[src/rtl/fetch_pkg.sv]
// Shared types and constants for the instruction-fetch stage.
package fetch_pkg;

    // addi x0, x0, 0 -- presented on instrF whenever no real instruction is held
    localparam logic [31:0] NOP_INSTR = 32'h0000_0013;

    // One buffered fetch result: the instruction word and the PC it was fetched from
    typedef struct packed {
        logic [31:0] instr;
        logic [31:0] pc;
    } fetch_entry_t;

endpackage

[src/rtl/fetch_fifo.sv]
// Small synchronous FIFO with flush. Head entry is visible combinationally on dout.
// Flush has priority over push/pop; push and pop in the same cycle keep count unchanged.
module fetch_fifo
    import fetch_pkg::*;
#(
    parameter int WIDTH = 32,
    parameter int DEPTH = 2
) (
    input  logic                       clk,
    input  logic                       reset,
    input  logic                       push,
    input  logic                       pop,
    input  logic                       flush,
    input  logic [WIDTH-1:0]           din,
    output logic [WIDTH-1:0]           dout,
    output logic                       full,
    output logic                       empty,
    output logic [$clog2(DEPTH+1)-1:0] count
);

    localparam int PTR_W = $clog2(DEPTH);
    localparam int CNT_W = $clog2(DEPTH+1);

    logic [WIDTH-1:0] mem_q [DEPTH];
    logic [WIDTH-1:0] mem_d [DEPTH];
    logic [PTR_W-1:0] wr_ptr_q, wr_ptr_d;
    logic [PTR_W-1:0] rd_ptr_q, rd_ptr_d;
    logic [CNT_W-1:0] count_q, count_d;
    logic             do_push, do_pop;

    assign empty   = (count_q == '0);
    assign full    = (count_q == CNT_W'(DEPTH));
    assign count   = count_q;
    assign dout    = mem_q[rd_ptr_q];
    assign do_push = push && !flush;
    assign do_pop  = pop && !empty && !flush;

    // Next-state for pointers, occupancy and storage; DEPTH is a power of 2 so pointers wrap naturally
    always_comb begin
        mem_d    = mem_q;
        wr_ptr_d = wr_ptr_q;
        rd_ptr_d = rd_ptr_q;
        count_d  = count_q;
        if (flush) begin
            wr_ptr_d = '0;
            rd_ptr_d = '0;
            count_d  = '0;
        end else begin
            if (do_push) begin
                mem_d[wr_ptr_q] = din;
                wr_ptr_d        = wr_ptr_q + PTR_W'(1);
            end
            if (do_pop) begin
                rd_ptr_d = rd_ptr_q + PTR_W'(1);
            end
            count_d = count_q + CNT_W'(do_push) - CNT_W'(do_pop);
        end
    end

    // Control registers, cleared by reset
    always_ff @(posedge clk) begin
        if (reset) begin
            wr_ptr_q <= '0;
            rd_ptr_q <= '0;
            count_q  <= '0;
        end else begin
            wr_ptr_q <= wr_ptr_d;
            rd_ptr_q <= rd_ptr_d;
            count_q  <= count_d;
            assert (!(push && full && !pop) || flush);
        end
    end

    // Storage needs no reset: contents are only read when count says they are valid
    always_ff @(posedge clk) begin
        mem_q <= mem_d;
    end

endmodule

[src/rtl/fetch_unit.sv]
// Instruction-fetch stage: owns the fetch PC, issues in-order imem requests,
// pairs responses with their PCs and presents one {instr, pc} per cycle to IF/ID.
//
// Handshakes: a request transfers on a cycle where imem_req_valid && imem_req_ready;
// imem_req_valid never depends on imem_req_ready. Responses (imem_rsp_valid) arrive
// in request order and are never back-pressured. The IF/ID side consumes the head
// on a cycle where validF && !stallF.
module fetch_unit
    import fetch_pkg::*;
#(
    parameter logic [31:0] RESET_PC = 32'h0000_0000,
    parameter int          DEPTH    = 2,
    parameter int          MAX_OUT  = 2
) (
    input  logic        clk,
    input  logic        reset,
    input  logic        stallF,
    input  logic        pcsrcE,
    input  logic [31:0] pctargetE,
    output logic        imem_req_valid,
    input  logic        imem_req_ready,
    output logic [31:0] imem_addr,
    input  logic        imem_rsp_valid,
    input  logic [31:0] imem_rsp_data,
    output logic        validF,
    output logic [31:0] instrF,
    output logic [31:0] pcF,
    output logic [31:0] pcplus4F
);

    localparam int OUT_W  = $clog2(MAX_OUT+1);
    localparam int CNT_W  = $clog2(DEPTH+1);

    logic [31:0]      fetch_pc_q, fetch_pc_d;
    logic [OUT_W-1:0] outstanding_q, outstanding_d;
    logic [OUT_W-1:0] drop_q, drop_d;

    logic             req_fire;
    logic             rsp_take;

    fetch_entry_t     ibuf_din, ibuf_head;
    logic             ibuf_push, ibuf_pop, ibuf_full, ibuf_empty;
    logic [CNT_W-1:0] ibuf_count;

    logic [31:0]      pcq_head;
    logic             pcq_push, pcq_pop, pcq_full, pcq_empty;
    logic [OUT_W-1:0] pcq_count;

    // Issue only when every outstanding response is guaranteed a buffer slot
    assign imem_req_valid = !reset && !pcsrcE
                          && (int'(outstanding_q) + int'(ibuf_count) < DEPTH)
                          && (int'(outstanding_q) < MAX_OUT);
    assign imem_addr      = fetch_pc_q;
    assign req_fire       = imem_req_valid && imem_req_ready;

    // A response is kept only when it belongs to the current path and no redirect is flushing
    assign rsp_take  = imem_rsp_valid && (drop_q == '0) && !pcsrcE;

    assign pcq_push  = req_fire;
    assign pcq_pop   = rsp_take;
    assign ibuf_push = rsp_take;
    assign ibuf_pop  = !ibuf_empty && !stallF && !pcsrcE;
    assign ibuf_din  = '{instr: imem_rsp_data, pc: pcq_head};

    fetch_fifo #(.WIDTH(32), .DEPTH(MAX_OUT)) u_pc_fifo (
        .clk   (clk),
        .reset (reset),
        .push  (pcq_push),
        .pop   (pcq_pop),
        .flush (pcsrcE),
        .din   (fetch_pc_q),
        .dout  (pcq_head),
        .full  (pcq_full),
        .empty (pcq_empty),
        .count (pcq_count)
    );

    fetch_fifo #(.WIDTH($bits(fetch_entry_t)), .DEPTH(DEPTH)) u_ibuf (
        .clk   (clk),
        .reset (reset),
        .push  (ibuf_push),
        .pop   (ibuf_pop),
        .flush (pcsrcE),
        .din   (ibuf_din),
        .dout  (ibuf_head),
        .full  (ibuf_full),
        .empty (ibuf_empty),
        .count (ibuf_count)
    );

    // Next fetch PC and request bookkeeping; a redirect turns every in-flight request into a drop
    always_comb begin
        fetch_pc_d    = fetch_pc_q;
        outstanding_d = outstanding_q;
        drop_d        = drop_q;
        if (pcsrcE) begin
            fetch_pc_d    = pctargetE & ~32'd3;
            outstanding_d = outstanding_q - OUT_W'(imem_rsp_valid);
            drop_d        = outstanding_d;
        end else begin
            if (req_fire) begin
                fetch_pc_d = fetch_pc_q + 32'd4;
            end
            outstanding_d = outstanding_q + OUT_W'(req_fire) - OUT_W'(imem_rsp_valid);
            if (imem_rsp_valid && (drop_q != '0)) begin
                drop_d = drop_q - OUT_W'(1);
            end
        end
    end

    // Fetch PC and counter registers
    always_ff @(posedge clk) begin
        if (reset) begin
            fetch_pc_q    <= RESET_PC;
            outstanding_q <= '0;
            drop_q        <= '0;
        end else begin
            fetch_pc_q    <= fetch_pc_d;
            outstanding_q <= outstanding_d;
            drop_q        <= drop_d;
        end
    end

    // Invariants tying the counters to the two FIFOs
    always_ff @(posedge clk) begin
        if (!reset) begin
            assert (int'(pcq_count) + int'(drop_q) == int'(outstanding_q));
            assert (!(rsp_take && pcq_empty));
            assert (!(pcq_push && pcq_full && !pcq_pop));
            assert (!(ibuf_push && ibuf_full && !ibuf_pop));
        end
    end

    // Present the buffer head; with nothing held show a NOP at the next fetch PC
    always_comb begin
        validF   = !ibuf_empty;
        instrF   = validF ? ibuf_head.instr : NOP_INSTR;
        pcF      = validF ? ibuf_head.pc : fetch_pc_q;
        pcplus4F = pcF + 32'd4;
    end

endmodule

[config.mk]
export PLATFORM = sky130hd
export DESIGN_NAME = fetch_unit
export DESIGN_NICKNAME = d
export VERILOG_FILES = /design/src/rtl/fetch_pkg.sv /design/src/rtl/fetch_fifo.sv /design/src/rtl/fetch_unit.sv
export SDC_FILE = /design/constraint.sdc
export NUM_CORES = 1
export LEC_CHECK = 0
export ABC_AREA = 1
export BUFFER_PORTS_ARGS = -buffer_cell sky130_fd_sc_hd__buf_2
export CORE_MARGIN = 2
export CORE_UTILIZATION = 51
export CTS_CLUSTER_DIAMETER = 40
export CTS_CLUSTER_SIZE = 28
export DETAILED_ROUTE_END_ITERATION = 10
export PLACE_DENSITY = 0.8
export SLEW_MARGIN = 30
export SYNTH_ARGS = -nofsm -noshare
export SYNTH_HDL_FRONTEND = slang
export SYNTH_SLANG_ARGS = --single-unit
[constraint.sdc]
create_clock -name clk -period 4.5 [get_ports clk]
set_clock_uncertainty 0.05 [all_clocks]
set_input_delay 0.9 -clock clk [delete_from_list [all_inputs] [get_ports clk]]
set_output_delay 0.9 -clock clk [all_outputs]
set_load 0.01 [all_outputs]
* Yosys cells after proc, flatten, opt, wreduce, memory -nomap -nowiden *
Index checks and enable logic that the tools add are counted.

word-level totals
  output and inout bits = 130
  input port bits = 70
  register bits after elaboration = 236
  logic and storage cells = 92

operators by class
  $lt $le $gt $ge = 8
  add/sub/neg operators = 15
  mux-type cells = 19
  reductions and logical operators = 31
  bitwise logic cells = 5

operator list
  kind                                                                  count
  32-bit two-way mux                                                    8
  64-bit two-way mux                                                    4
  128-bit bitwise mux                                                   1
  32-bit by 3-bit adder with 32-bit output, second input constant       2
  64-bit bitwise mux                                                    1
  64-bit demux with 1-bit select                                        1
  32-bit demux with 1-bit select                                        1
  1-bit logical AND                                                     17
  2-bit >= comparator, second input constant                            4
  1-bit inverter with 2-bit output                                      4
  2-bit by 1-bit subtractor with 2-bit output                           4
  2-bit by 1-bit adder with 2-bit output                                3
  2-bit zero test                                                       3
  2-bit two-way mux                                                     3
  2-bit nonzero test                                                    3
  1-bit zero test                                                       5
  1-bit adder, second input constant                                    4
  2-bit by 1-bit < comparator with 1-bit output, second input constant  2
  2-bit AND reduction                                                   2
  2-bit by 2-bit adder with 3-bit output                                1
  3-bit by 2-bit < comparator with 1-bit output, second input constant  1
  2-bit < comparator, second input constant                             1
  2-bit OR reduction                                                    1
  2-bit by 1-bit subtractor with 2-bit output, second input constant    1
  1-bit inverter                                                        1

* Depth between registers and ports, before layout *
Gate-level depths: netlist of run 1.

  word-level depth = 8
  gate-level depth with buffers = 15
  mapped depth without buffers = 13

* Hierarchy *
A second synthesis of run 1 with hierarchy kept.

second synthesis, totals
  cells, all modules = 1149
  area total of the unflattened synthesis = 11692.5 um^2

modules (own cells, without submodules)
  module                   instances  area an instance (um^2)  seq. area each (um^2)  cells an instance
  fetch_fifo at u_ibuf     1          5003.5                   3923.8                 236
  fetch_unit               1          4000.1                   680.7                  776
  fetch_fifo at u_pc_fifo  1          2688.8                   2001.9                 137

* Least setup slack after synthesis of run 1 *
No wires, ideal clock.

  path kind = input-to-reg
  start point = input pcsrcE
  end point = register u_ibuf.mem_q[10] (netlist name), enable pin
  library setup time = 0.484 ns
  path slack = -0.134 ns
  stages on the path = 4
  path buffers = 1
  data arrival time = 4.101 ns
  data required time = 3.966 ns
  cells stage by stage = buf_2 -> nor3_1 -> inv_1 -> nor2_1

on the way
  word-level cells in the longest chain between the ends = 4
  elaborated cells on any way between the ends = 5
  classes of those cells = bitwise (1); reduce/logical (4)

RTL lines
  what                               line                                RTL
  start, declared                    fetch_unit.sv:18                    input logic pcsrcE,
  1-bit zero test (*)                fetch_fifo.sv:35, fetch_unit.sv:57
  1-bit logical AND                  fetch_unit.sv:57                    assign rsp_take = imem_rsp_valid && (drop_q == '0) && !pcsrcE;
  1-bit logical AND (*)              fetch_fifo.sv:35                    assign do_push = push && !flush;
  via u_ibuf.do_push                 fetch_fifo.sv:29                    logic do_push, do_pop;
  2-bit AND reduction (no line) (*)  -
  end signal, assigned               fetch_fifo.sv:76                    mem_q <= mem_d;
  end, declared                      fetch_fifo.sv:24                    logic [WIDTH-1:0] mem_q [DEPTH];

Mark *: on every way through the listed nets, which the timed path passes. The rest lies on a longest branch.
A chain may end at the register's enable or synchronous reset.

* Worst setup path after layout of run 1 *
  start point = register u_ibuf.count_q[1] (netlist: u_ibuf.count[1])
  end point = output pcplus4F[14]

on the way
  word-level cells in the longest chain between the ends = 3

RTL lines
  what                                      line               RTL
  start, declared                           fetch_fifo.sv:28   logic [CNT_W-1:0] count_q, count_d;
  start signal, assigned                    fetch_fifo.sv:69   count_q <= count_d;
  2-bit zero test                           fetch_fifo.sv:31   assign empty = (count_q == '0);
  32-bit two-way mux                        fetch_unit.sv:138  pcF = validF ? ibuf_head.pc : fetch_pc_q;
  32-bit by 3-bit adder with 32-bit output  fetch_unit.sv:139  pcplus4F = pcF + 32'd4;
  end, declared                             fetch_unit.sv:28   output logic [31:0] pcplus4F

No other way between the ends.

==> summary.txt, run 1 <==
Outcome
  – Status: complete, no violations

Timing
  – Max-slew headroom: 47.9%
  – Setup violators final: 0
  – Minimum clock period: 4140 ps
  – Fin. max-slew vios: 0
  – Achievable Freq: 0.242 GHz
  – RSZ-0062 raised after global routing: false
  – Setup tns final: 0 ps
  – Worst-Margin Slew: 779 ps
  – Hold violation total from the final report: 0
  – Period utilization: 92.0%

Floorplan
  – Cell Rows: 53
  – Die width: 150 um
  – Die area: 22500 um2
  – # IOs: 200
  – Starting density of the core: 51.9%
  – Core Area: 21000 um2
  – Die Height: 150 um

Place
  – Placed cells: 1656
  – DP Area: 12000 um2
  – Final HPWL DP: 18400 um
  – # port buffers: 191
  – Placer congestion estimate: 0.924

Min path
  – Hold path start: u_pc_fifo.count[1]
  – HP Class: flip-flop to flip-flop

Global route
  – First-pass GRT wire length: 43200 um
  – Vias in the first global route: 8633
  – Grt total ovfl: 0
  – Largest net degree at the start of global routing: 65
  – GRT Total Usage: 24.4%
  – Initial antenna violation count: 0

Worst setup path
  – CP max stage delay: 540 ps
  – Crit path arrival time: 3190 ps
  – Number of buffers and inverters on the critical path: 3
  – Critical path startpoint: u_ibuf.count[1]
  – CP max FO: 59
  – Critical-path top delay cell: buf_4
  – Top delay family on crit path: simple AND/OR/NAND/NOR gates
  – CP Class: flip-flop to output pin
  – Critical Path End Type: output pin
  – RR Startpoint: u_ibuf.count[0]
  – Kind of start point of the critical path: flip-flop
  – Required time of the worst setup path: 3550 ps
  – Worst-path cell chain: nor2_4, buf_4, nand2_1, nand2_1, ha_1, inv_1, nor2_1, nand2_2, nor2_4, xor2_1, buf_2

Layout
  – N_diodes: 0
  – Non-filler instance count after layout: 1713
  – Fill cells: 1749
  – Fin area: 13100 um2
  – Multi-input gate area: 3880 um2
  – FF+latch area: 6370 um2
  – Layout cells sized above 1: 22.0%
  – Layout Nets: 1495
  – P&R area growth vs syn: 20.2%

Detailed routing
  – Post-DR wirelength/cell: 16.2 um
  – Routed Wire Length: 27800 um
  – 1st-pass router iterations: 5
  – Detailed Route Iter0 Violations: 604
  – Vias per cell: 5.20
  – Vias: 8906
  – Residual DRC: 0
  – Antenna Nets Post-Route: 0

Flow run
  – Max_cap viols: 0

Pwr
  – P per Cell Area: 405 nW/um2
  – Pleak: 5.60 nW
  – Worst ir drop on vdd: 0.269 mV

Clock network
  – Htree depth: 1
  – Setup Buffers After CTS: 0
  – Clock Latency Late Sink: 550 ps
  – Deepest clock path buffer count: 3
  – Total CTS buffers: 31
  – Post-CTS Hold Buffers: 0
  – CTS clock-pin slew for the worst setup and hold paths: 60 ps
  – Clock Tree Root: clkbuf_16
  – CTS sink count: 226
  – Resized cells post-CTS: 0
  – CTS tree: done

Synthesis
  – Most frequent cell after synthesis: nand2_1
  – Yosys top cell area share: 50.8%
  – Warnings, synthesis: 0
  – Leading area contributor after synthesis: edfxtp_1
  – Post-Syn Instances: 1222
  – Area contributors post-synth: edfxtp_1 (51%), nand2_1 (18%), dfxtp_1 (7.7%)
  – Register area share after synthesis: 58.6%
  – Synth Cell Area: 10900 um2
  – EDFF count, synth: 184
  – Syn avg cell area: 8.90 um2
  – Count of state elements after synthesis: 226
  – Synth Flop Type: edfxtp_1
  – Synth unique cells: 35
  – FFs w/ async S/R, synth: 0%
  – Top cells by count, synth: nand2_1 (521), edfxtp_1 (184), inv_1 (91)
through the flow:
stage / utilization (%) / total power, mW / hold WS (ps) / setup WS [ps]
floorplan: - / 2.71 / 399 / 890
global placement: 57.4 / 2.90 / 414 / 966
detailed placement: 57.4 / 2.91 / 429 / 876
CTS: 62.4 / 5.32 / 437 / 305
global route: 62.4 / 5.46 / 477 / 177
finish: 62.4 / 5.29 / 435 / 362
layer usage:
layer | up-vias | global-route usage [%] | wire length (um)
li1 | 4337 | - | -
met1 | 4106 | 29.6 | 10800
met2 | 393 | 42.9 | 13500
met3 | 70 | 4.36 | 2370
met4 | 0 | 10.4 | 1080
met5 | - | 0 | 0
where the power goes:
part / switching, mW / internal (mW) / total, mW
clock: 0.987 / 1.43 / 2.41
sequential: 0.0612 / 2.34 / 2.40
combinational: 0.311 / 0.164 / 0.475
total: 1.36 / 3.93 / 5.29
sequential cells by signal (all words and copies together) (netlist names):
name / count
u_ibuf.wr_ptr_q: 1
u_pc_fifo.wr_ptr_q: 1
u_pc_fifo.count: 2
u_pc_fifo.rd_ptr_q: 1
imem_addr: 30
u_pc_fifo.mem_q: 60
u_ibuf.mem_q: 124
outstanding_q: 2
drop_q: 2
u_ibuf.rd_ptr_q: 1
u_ibuf.count: 2
worst min-delay path: stages, from the launching register on:
cell and delay, ps:
dfxtp_1 320, nand2_1 60, a21oi_1 60
layout make-up:
| type | count | share of cell area [%] |
|---|---|---|
| repair buffers | 200 | 8.02 |
| flip-flops and latches | 226 | 48.7 |
| multi-input cells | 856 | 29.7 |
| clock buffers | 32 | 5.96 |
| clock inverters | 25 | 2.04 |
| well taps | 275 | 2.63 |
| inverters | 99 | 2.90 |
final timing paths:
check,end,slack [ps],cells past startpoint
worst max-delay path,pcplus4F[14],360,11
worst min-delay path,u_pc_fifo.count[1],430,2
worst max register to register,imem_addr[17],1500,12
worst min register to register,u_pc_fifo.count[1],430,2
cells in the final DEF, fill, tap and decap left out, types with 2 or more instances in the layout:
| master | instances |
|---|---|
| nand2_4 | 3 |
| buf_2 | 191 |
| nor2_2 | 16 |
| dfxtp_1 | 41 |
| clkbuf_16 | 31 |
| o21ai_0 | 33 |
| or2_2 | 5 |
| a21oi_1 | 59 |
| nand2_1 | 521 |
| buf_12 | 2 |
| nand4_1 | 5 |
| inv_6 | 7 |
| nor3_1 | 10 |
| inv_8 | 5 |
| clkinv_4 | 3 |
| nand2_2 | 21 |
| inv_1 | 90 |
| a31oi_1 | 8 |
| inv_2 | 6 |
| nand3b_1 | 5 |
| clkinv_1 | 2 |
| ha_1 | 10 |
| edfxtp_1 | 184 |
| xnor2_1 | 6 |
| buf_4 | 7 |
| bufinv_16 | 2 |
| o211ai_1 | 2 |
| conb_1 | 6 |
| nor2_1 | 79 |
| clkinvlp_4 | 2 |
| xor2_1 | 24 |
| nor2_4 | 7 |
| nand3_1 | 33 |
| clkinv_2 | 4 |
cell families after synthesis:
logic type / count (synthesis) / synth area share, %
compound gates: 103 / 4.90
xor+xnor: 30 / 2.42
fa+ha+maj: 11 / 1.34
buf+inv: 145 / 6.05
flops: 226 / 58.6
other cells: 1 / 0.0345
simple gates: 706 / 26.7
Power figures use the tool's default switching activity.
==> inputs of run 2 (changes only) <==
- ABC_AREA: 1 -> 0
- CORE_UTILIZATION: 51 -> 50
- PLACE_DENSITY: 0.8 -> 0.79
- clock period: 4.5 -> 3.75 ns (I/O delays scaled with it)
==> summary.txt, run 2 <==
Outcome
  – Status: complete, no violations (unchanged)

Detailed routing
  – Vias: 7387 (was 8906)
  – Detailed Route Iter0 Violations: 770 (was 604)
  – Residual DRC: 0 (unchanged)
  – Vias per cell: 5.62 (was 5.20)
  – Post-DR wirelength/cell: 20.1 um (was 16.2 um)
  – 1st-pass router iterations: 8 (was 5)
  – Antenna Nets Post-Route: 0 (unchanged)
  – Routed Wire Length: 26500 um (was 27800 um)

Floorplan
  – Die width: 147 um (was 150 um)
  – Starting density of the core: 50.8% (was 51.9%)
  – Die Height: 147 um (was 150 um)
  – # IOs: 200 (unchanged)
  – Core Area: 20200 um2 (was 21000 um2)
  – Cell Rows: 52 (was 53)
  – Die area: 21700 um2 (was 22500 um2)

Min path
  – Worst Hold End: u_ibuf.mem_q[47] (was u_pc_fifo.count[1])
  – Hold path depth: 1 (was 2)
  – Hold path start: imem_rsp_data[15] (was u_pc_fifo.count[1])
  – HP Class: input pin to flip-flop (was flip-flop to flip-flop)

Layout
  – Multi-input gate area: 3650 um2 (was 3880 um2)
  – Layout Nets: 1101 (was 1495)
  – Layout cells sized above 1: 35.6% (was 22.0%)
  – Biggest register: u_ibuf.mem_q (unchanged)
  – Max reg flops: 124 (unchanged)
  – FF+latch area: 6380 um2 (was 6370 um2)
  – Fill cells: 1462 (was 1749)
  – P&R area growth vs syn: 25.9% (was 20.2%)
  – Most frequent cells in the layout: buf_2 (191), edfxtp_1 (184), nor2_1 (67) (was nand2_1 (521), buf_2 (191), edfxtp_1 (184))
  – Commonest non-fill, non-tap cell in the layout: buf_2 (was nand2_1)
  – Final Util: 64.0% (was 62.4%)

Clock network
  – Total CTS buffers: 28 (was 31)
  – CTS clock-pin slew for the worst setup and hold paths: 70 ps (was 60 ps)
  – Post-CTS Hold Buffers: 0 (unchanged)
  – Deepest clock path buffer count: 3 (unchanged)
  – Clock Tree Root: clkbuf_16 (unchanged)
  – Htree depth: 1 (unchanged)
  – Clock Latency Late Sink: 530 ps (was 550 ps)
  – CTS sink count: 226 (unchanged)
  – CTS tree: done (unchanged)

Worst setup path
  – Kind of start point of the critical path: flip-flop (unchanged)
  – CP max FO: 17 (was 59)
  – CP Class: flip-flop to output pin (unchanged)
  – Register-to-register setup slack: 520 ps (was 1500 ps)
  – Top delay family on crit path: simple AND/OR/NAND/NOR gates (unchanged)
  – RR Startpoint: u_ibuf.count[0] (unchanged)
  – R2r worst-path depth: 9 (was 12)
  – Required time of the worst setup path: 2950 ps (was 3550 ps)
  – Worst-path cell chain: buf_4, nor3_1, a21oi_2, and4_4, nand4_4, nor4b_4, xor2_1, buf_2 (was nor2_4, buf_4, nand2_1, nand2_1, ha_1, inv_1, nor2_1, nand2_2, nor2_4, xor2_1, buf_2)
  – Critical-path top delay cell: dfxtp_2 (was buf_4)
  – R2R Path End: imem_addr[26] (was imem_addr[17])
  – Crit path arrival time: 2860 ps (was 3190 ps)
  – CP max stage delay: 390 ps (was 540 ps)
  – Number of buffers and inverters on the critical path: 2 (was 3)
  – Critical Path End Type: output pin (unchanged)

Pwr
  – P per Cell Area: 486 nW/um2 (was 405 nW/um2)
  – Worst ir drop on vdd: 0.289 mV (was 0.269 mV)
  – Pleak: 5.04 nW (was 5.60 nW)

Timing
  – Fin. max-slew vios: 0 (unchanged)
  – Minimum clock period: 3660 ps
  – Setup violators final: 0 (unchanged)
  – Hold violation total from the final report: 0 (unchanged)
  – Period utilization: 97.6%
  – Max-slew headroom: 38.2% (was 47.9%)
  – Setup tns final: 0 ps (unchanged)
  – Worst-Margin Slew: 928 ps (was 779 ps)
  – Achievable Freq: 0.273 GHz
  – RSZ-0062 raised after global routing: true (was false)

Synthesis
  – Synth Flop Type: edfxtp_1 (unchanged)
  – Yosys top cell area share: 53.7% (was 50.8%)
  – Syn avg cell area: 12.9 um2 (was 8.90 um2)
  – Register area share after synthesis: 61.9% (was 58.6%)
  – Area contributors post-synth: edfxtp_1 (54%), dfxtp_1 (8.2%), mux2i_1 (5.9%) (was edfxtp_1 (51%), nand2_1 (18%), dfxtp_1 (7.7%))
  – Warnings, synthesis: 0 (unchanged)
  – Most frequent cell after synthesis: edfxtp_1 (was nand2_1)
  – Count of state elements after synthesis: 226 (unchanged)
  – Synth Cell Area: 10300 um2 (was 10900 um2)
  – FFs w/ async S/R, synth: 0% (unchanged)
  – Top cells by count, synth: edfxtp_1 (184), nor2_1 (69), mux2i_1 (61) (was nand2_1 (521), edfxtp_1 (184), inv_1 (91))
  – EDFF count, synth: 184 (unchanged)
  – Leading area contributor after synthesis: edfxtp_1 (unchanged)
  – Post-Syn Instances: 797 (was 1222)
  – Synth unique cells: 63 (was 35)

Global route
  – Vias in the first global route: 7210 (was 8633)
  – First-pass GRT wire length: 39700 um (was 43200 um)
  – Initial antenna violation count: 2 (was 0)
  – Grt total ovfl: 0 (unchanged)
  – GRT Total Usage: 23.5% (was 24.4%)
  – Largest net degree at the start of global routing: 63 (was 65)

Place
  – Final HPWL DP: 16200 um (was 18400 um)
  – Placer congestion estimate: 0.845 (was 0.924)
  – # port buffers: 191 (unchanged)

Flow run
  – Max_cap viols: 0 (unchanged)
-- run 2: how the worst max path moves through the flow --
stage / startpoint / to / cells after the start
after detailed placement: u_ibuf.count[0] / pcplus4F[31] / 8
after floorplan: u_ibuf.count[0] / u_pc_fifo.mem_q[34] / 10
after CTS: u_ibuf.rd_ptr_q / pcplus4F[30] / 11
final: u_ibuf.count[0] / pcplus4F[31] / 8
after global routing: u_ibuf.count[0] / pcplus4F[31] / 8
after global placement: u_ibuf.count[0] / pcplus4F[30] / 11
-- run 2: cell type report --
| class | count | share of cell area, % |
|---|---|---|
| Sequential cell | 226 | 49.3 |
| Antenna cell | 2 | 0.0387 |
| Multi-Input combinational cell | 499 | 28.2 |
| Inverter | 28 | 0.870 |
| Clock inverter | 22 | 2.21 |
| Tap cell | 270 | 2.61 |
| Timing Repair Buffer | 237 | 11.2 |
| Clock buffer | 30 | 5.63 |
-- run 2: cells by family after synthesis --
group | after synthesis | share of synthesized area (%)
muxes | 104 | 10.6
DFF | 226 | 61.9
AOI/OAI and AO/OA | 100 | 6.28
and+or+nand+nor | 236 | 12.5
other | 1 | 0.0365
buffers and inverters | 79 | 3.84
adders and majority gates | 11 | 1.41
xor gates and xnor gates | 40 | 3.41
-- run 2: power breakdown --
group / leakage, nW / switching [mW] / total [mW] / internal (mW)
clock: 0.498 / 1.11 / 2.84 / 1.73
sequential: 2.04 / 0.0514 / 2.85 / 2.80
combinational: 2.50 / 0.367 / 0.610 / 0.243
total: 5.04 / 1.53 / 6.30 / 4.77
-- run 2: stage by stage --
step	worst slack (ps)	total power, mW	area (um2)	std cells	hold WS [ps]
after floorplan	61.0	3.24	10300	802	435
after global placement	340	3.46	11600	1244	451
after detailed placement	293	3.48	11600	1244	465
after CTS	22.9	6.32	12800	1308	342
after global routing	8.15	6.48	12900	1314	344
final	88.5	6.30	12900	1314	359
-- run 2: timing repair --
| item | CTS | global route |
|---|---|---|
| buffers inserted | 9 | 2 |
| pin swaps | 5 | 9 |
| endpoints found under the hold margin | 0 | 0 |
| endpoints found under the setup margin | 19 | 16 |
| resized for setup | 18 | 21 |
| cloned | 3 | 2 |
-- run 2: per-layer routing --
metal	wire length [um]	up-vias	share of wire [%]	track usage [%]
li1	-	3392	-	-
met1	10000	3545	38	30.3
met2	13300	368	50	39.5
met3	2150	82	8.1	3.89
met4	966	0	3.7	10.3
met5	0	-	0	0
==> inputs of run 3 (changes only) <==
- CORE_UTILIZATION: 50 -> 40
- PLACE_DENSITY: 0.79 -> 0.66
==> summary.txt, run 3 (synthesis gave the netlist of run 2 again) <==
Layout
  – Layout cells sized above 1: 36.0% (was 35.6%)
  – Biggest register: u_ibuf.mem_q (unchanged)
  – Max reg flops: 124 (unchanged)
  – P&R area growth vs syn: 26.8% (was 25.9%)
  – Non-filler instance count after layout: 1383 (was 1314)
  – Most frequent cells in the layout: buf_2 (191), edfxtp_1 (184), nor2_1 (67) (unchanged)
  – Fill cells: 2194 (was 1462)
  – Final Util: 51.8% (was 64.0%)
  – Commonest non-fill, non-tap cell in the layout: buf_2 (unchanged)
  – Layout Nets: 1109 (was 1101)

Floorplan
  – Starting density of the core: 40.8% (was 50.8%)
  – # IOs: 200 (unchanged)
  – Die area: 27000 um2 (was 21700 um2)
  – Die width: 164 um (was 147 um)
  – Die Height: 164 um (was 147 um)
  – Cell Rows: 58 (was 52)
  – Core Area: 25200 um2 (was 20200 um2)

Worst setup path
  – Number of buffers and inverters on the critical path: 3 (was 2)
  – R2R Path End: imem_addr[4] (was imem_addr[26])
  – Required time of the worst setup path: 2950 ps (about the same)
  – Critical path startpoint: u_ibuf.count[0] (unchanged)
  – Top delay family on crit path: simple AND/OR/NAND/NOR gates (unchanged)
  – RR Startpoint: u_ibuf.count[0] (unchanged)
  – Critical Path End Type: output pin (unchanged)
  – Crit path depth: 11 (was 8)
  – Setup crit end: pcplus4F[28] (was pcplus4F[31])
  – Crit path arrival time: 2830 ps (was 2860 ps)
  – Kind of start point of the critical path: flip-flop (unchanged)
  – Register-to-register setup slack: 350 ps (was 520 ps)
  – CP Class: flip-flop to output pin (unchanged)
  – R2r worst-path depth: 12 (was 9)
  – CP max FO: 5 (was 17)
  – Most frequent cell on the critical path: and4_4
  – CP max stage delay: 360 ps (was 390 ps)
  – Worst-path cell chain: nor2_8, inv_8, mux2i_4, inv_2, ha_4, o211ai_1, nor2b_2, and4_4, and4_4, xor2_1, buf_2 (was buf_4, nor3_1, a21oi_2, and4_4, nand4_4, nor4b_4, xor2_1, buf_2)
  – Critical-path top delay cell: dfxtp_4 (was dfxtp_2)

Timing
  – Setup tns final: 0 ps (unchanged)
  – Achievable Freq: 0.275 GHz (was 0.273 GHz)
  – Worst-Margin Slew: 974 ps (was 928 ps)
  – Hold violation total from the final report: 0 (unchanged)
  – Setup violators final: 0 (unchanged)
  – Max-slew headroom: 34.8% (was 38.2%)
  – Period utilization: 96.9% (was 97.6%)
  – Minimum clock period: 3630 ps (was 3660 ps)
  – RSZ-0062 raised after global routing: true (unchanged)
  – Fin. max-slew vios: 0 (unchanged)

Clock network
  – CTS sink count: 226 (unchanged)
  – Clock Latency Late Sink: 550 ps (was 530 ps)
  – Htree depth: 1 (unchanged)
  – Clock Tree Root: clkbuf_16 (unchanged)
  – Deepest clock path buffer count: 3 (unchanged)
  – CTS clock-pin slew for the worst setup and hold paths: 60 ps (was 70 ps)
  – Post-CTS Hold Buffers: 0 (unchanged)
  – Total CTS buffers: 30 (was 28)
  – CTS tree: done (unchanged)

Global route
  – Initial antenna violation count: 1 (was 2)
  – Vias in the first global route: 7003 (was 7210)
  – Grt total ovfl: 0 (unchanged)
  – First-pass GRT wire length: 39700 um (about the same)
  – Largest net degree at the start of global routing: 63 (unchanged)
  – GRT Total Usage: 19.3% (was 23.5%)

Pwr
  – Seq pwr share: 44.4% (was 45.2%)
  – Sw Pwr: 1.55 mW (was 1.53 mW)
  – Worst ir drop on vdd: 0.311 mV (was 0.289 mV)
  – Sw Share: 24.2% (about the same)
  – Pint: 4.86 mW (was 4.77 mW)
  – Clock power frac: 46.0% (was 45.1%)
  – Logic pwr share: 9.6% (was 9.7%)
  – P per Cell Area: 491 nW/um2 (was 486 nW/um2)
  – Pleak: 5.07 nW (was 5.04 nW)

Min path
  – Hold path depth: 1 (unchanged)
  – HP Class: input pin to flip-flop (unchanged)

Place
  – # port buffers: 191 (unchanged)
  – Placed cells: 1312 (was 1244)
  – Final HPWL DP: 17100 um (was 16200 um)
  – Placer congestion estimate: 0.816 (was 0.845)

Detailed routing
  – Detailed Route Iter0 Violations: 520 (was 770)
  – Routed Wire Length: 26400 um (was 26500 um)
  – Residual DRC: 0 (unchanged)
  – Vias per cell: 5.18 (was 5.62)
  – Vias: 7170 (was 7387)
  – 1st-pass router iterations: 5 (was 8)
  – Post-DR wirelength/cell: 19.1 um (was 20.1 um)
  – Antenna Nets Post-Route: 0 (unchanged)

Outcome
  – Status: complete, no violations (unchanged)

Flow run
  – Max_cap viols: 0 (unchanged)
==> run 3: cell types whose count changed in the layout (fill, tap and decap cells not counted), moves of 2 or more <==
cell	before	now
clkinv_8	4	1
buf_4	34	43
clkinv_1	3	0
clkinvlp_4	0	3
buf_12	4	2
inv_6	4	6
clkinv_4	2	5
==> run 3: layout make-up <==
type / count / area [um2] / share of cell area (%)
tap: 330 / 413 / 3.17
clock inverter: 24 / 287 / 2.20
sequential: 226 / 6370 / 48.9
antenna: 1 / 2.50 / 0.0192
timing repair buffer: 243 / 1440 / 11.0
multi-input combinational: 499 / 3640 / 27.9
inverter: 28 / 113 / 0.863
clock buffer: 32 / 779 / 5.98
==> run 3: repair_timing <==
item                       in CTS  in global routing
gates resized for setup        16                 16
setup endpoints to repair      17                  8
pin swaps                       6                  6
setup buffers                   7                  4
cloned                          3                  0
==> run 3: how the worst min path moves through the flow <==
| stage | end | startpoint | slack [ps] |
|---|---|---|---|
| global placement | u_pc_fifo.count[1] | u_pc_fifo.count[1] | 460 |
| global route | u_ibuf.mem_q[47] | imem_rsp_data[15] | 330 |
| detailed placement | u_pc_fifo.count[1] | u_pc_fifo.count[1] | 490 |
| floorplan | u_pc_fifo.count[1] | u_pc_fifo.count[1] | 440 |
| CTS | u_ibuf.mem_q[118] | imem_rsp_data[22] | 330 |
| finish | u_ibuf.mem_q[121] | imem_rsp_data[25] | 350 |
==> run 3: routing by layer <==
metal,vias up,track usage (%),share of wire [%]
met4,0,6.58,3.0
met5,-,0,0
li1,3412,-,-
met1,3473,25.0,43
met2,234,32.8,48
met3,51,3.03,5.8
==> run 3: through the flow <==
step           setup slack, ps  instance area (um2)  total power [mW]  hold WS (ps)
2_1_floorplan             61.0                10300              3.24           435
3_3_place_gp               257                11700              3.48           460
3_5_place_dp               211                11700              3.49           491
4_1_cts                   11.7                13000              6.45           333
5_1_grt                  -24.3                13000              6.62           330
6_report                   117                13000              6.41           350
==> run 3: power groups by stage <==
stage | clock network (mW) | registers [mW] | logic [mW]
2_1_floorplan | 0 | 2.90 | 0.332
3_3_place_gp | 0 | 2.89 | 0.589
3_5_place_dp | 0 | 2.90 | 0.596
4_1_cts | 2.99 | 2.85 | 0.609
5_1_grt | 3.10 | 2.85 | 0.672
6_report | 2.95 | 2.85 | 0.615
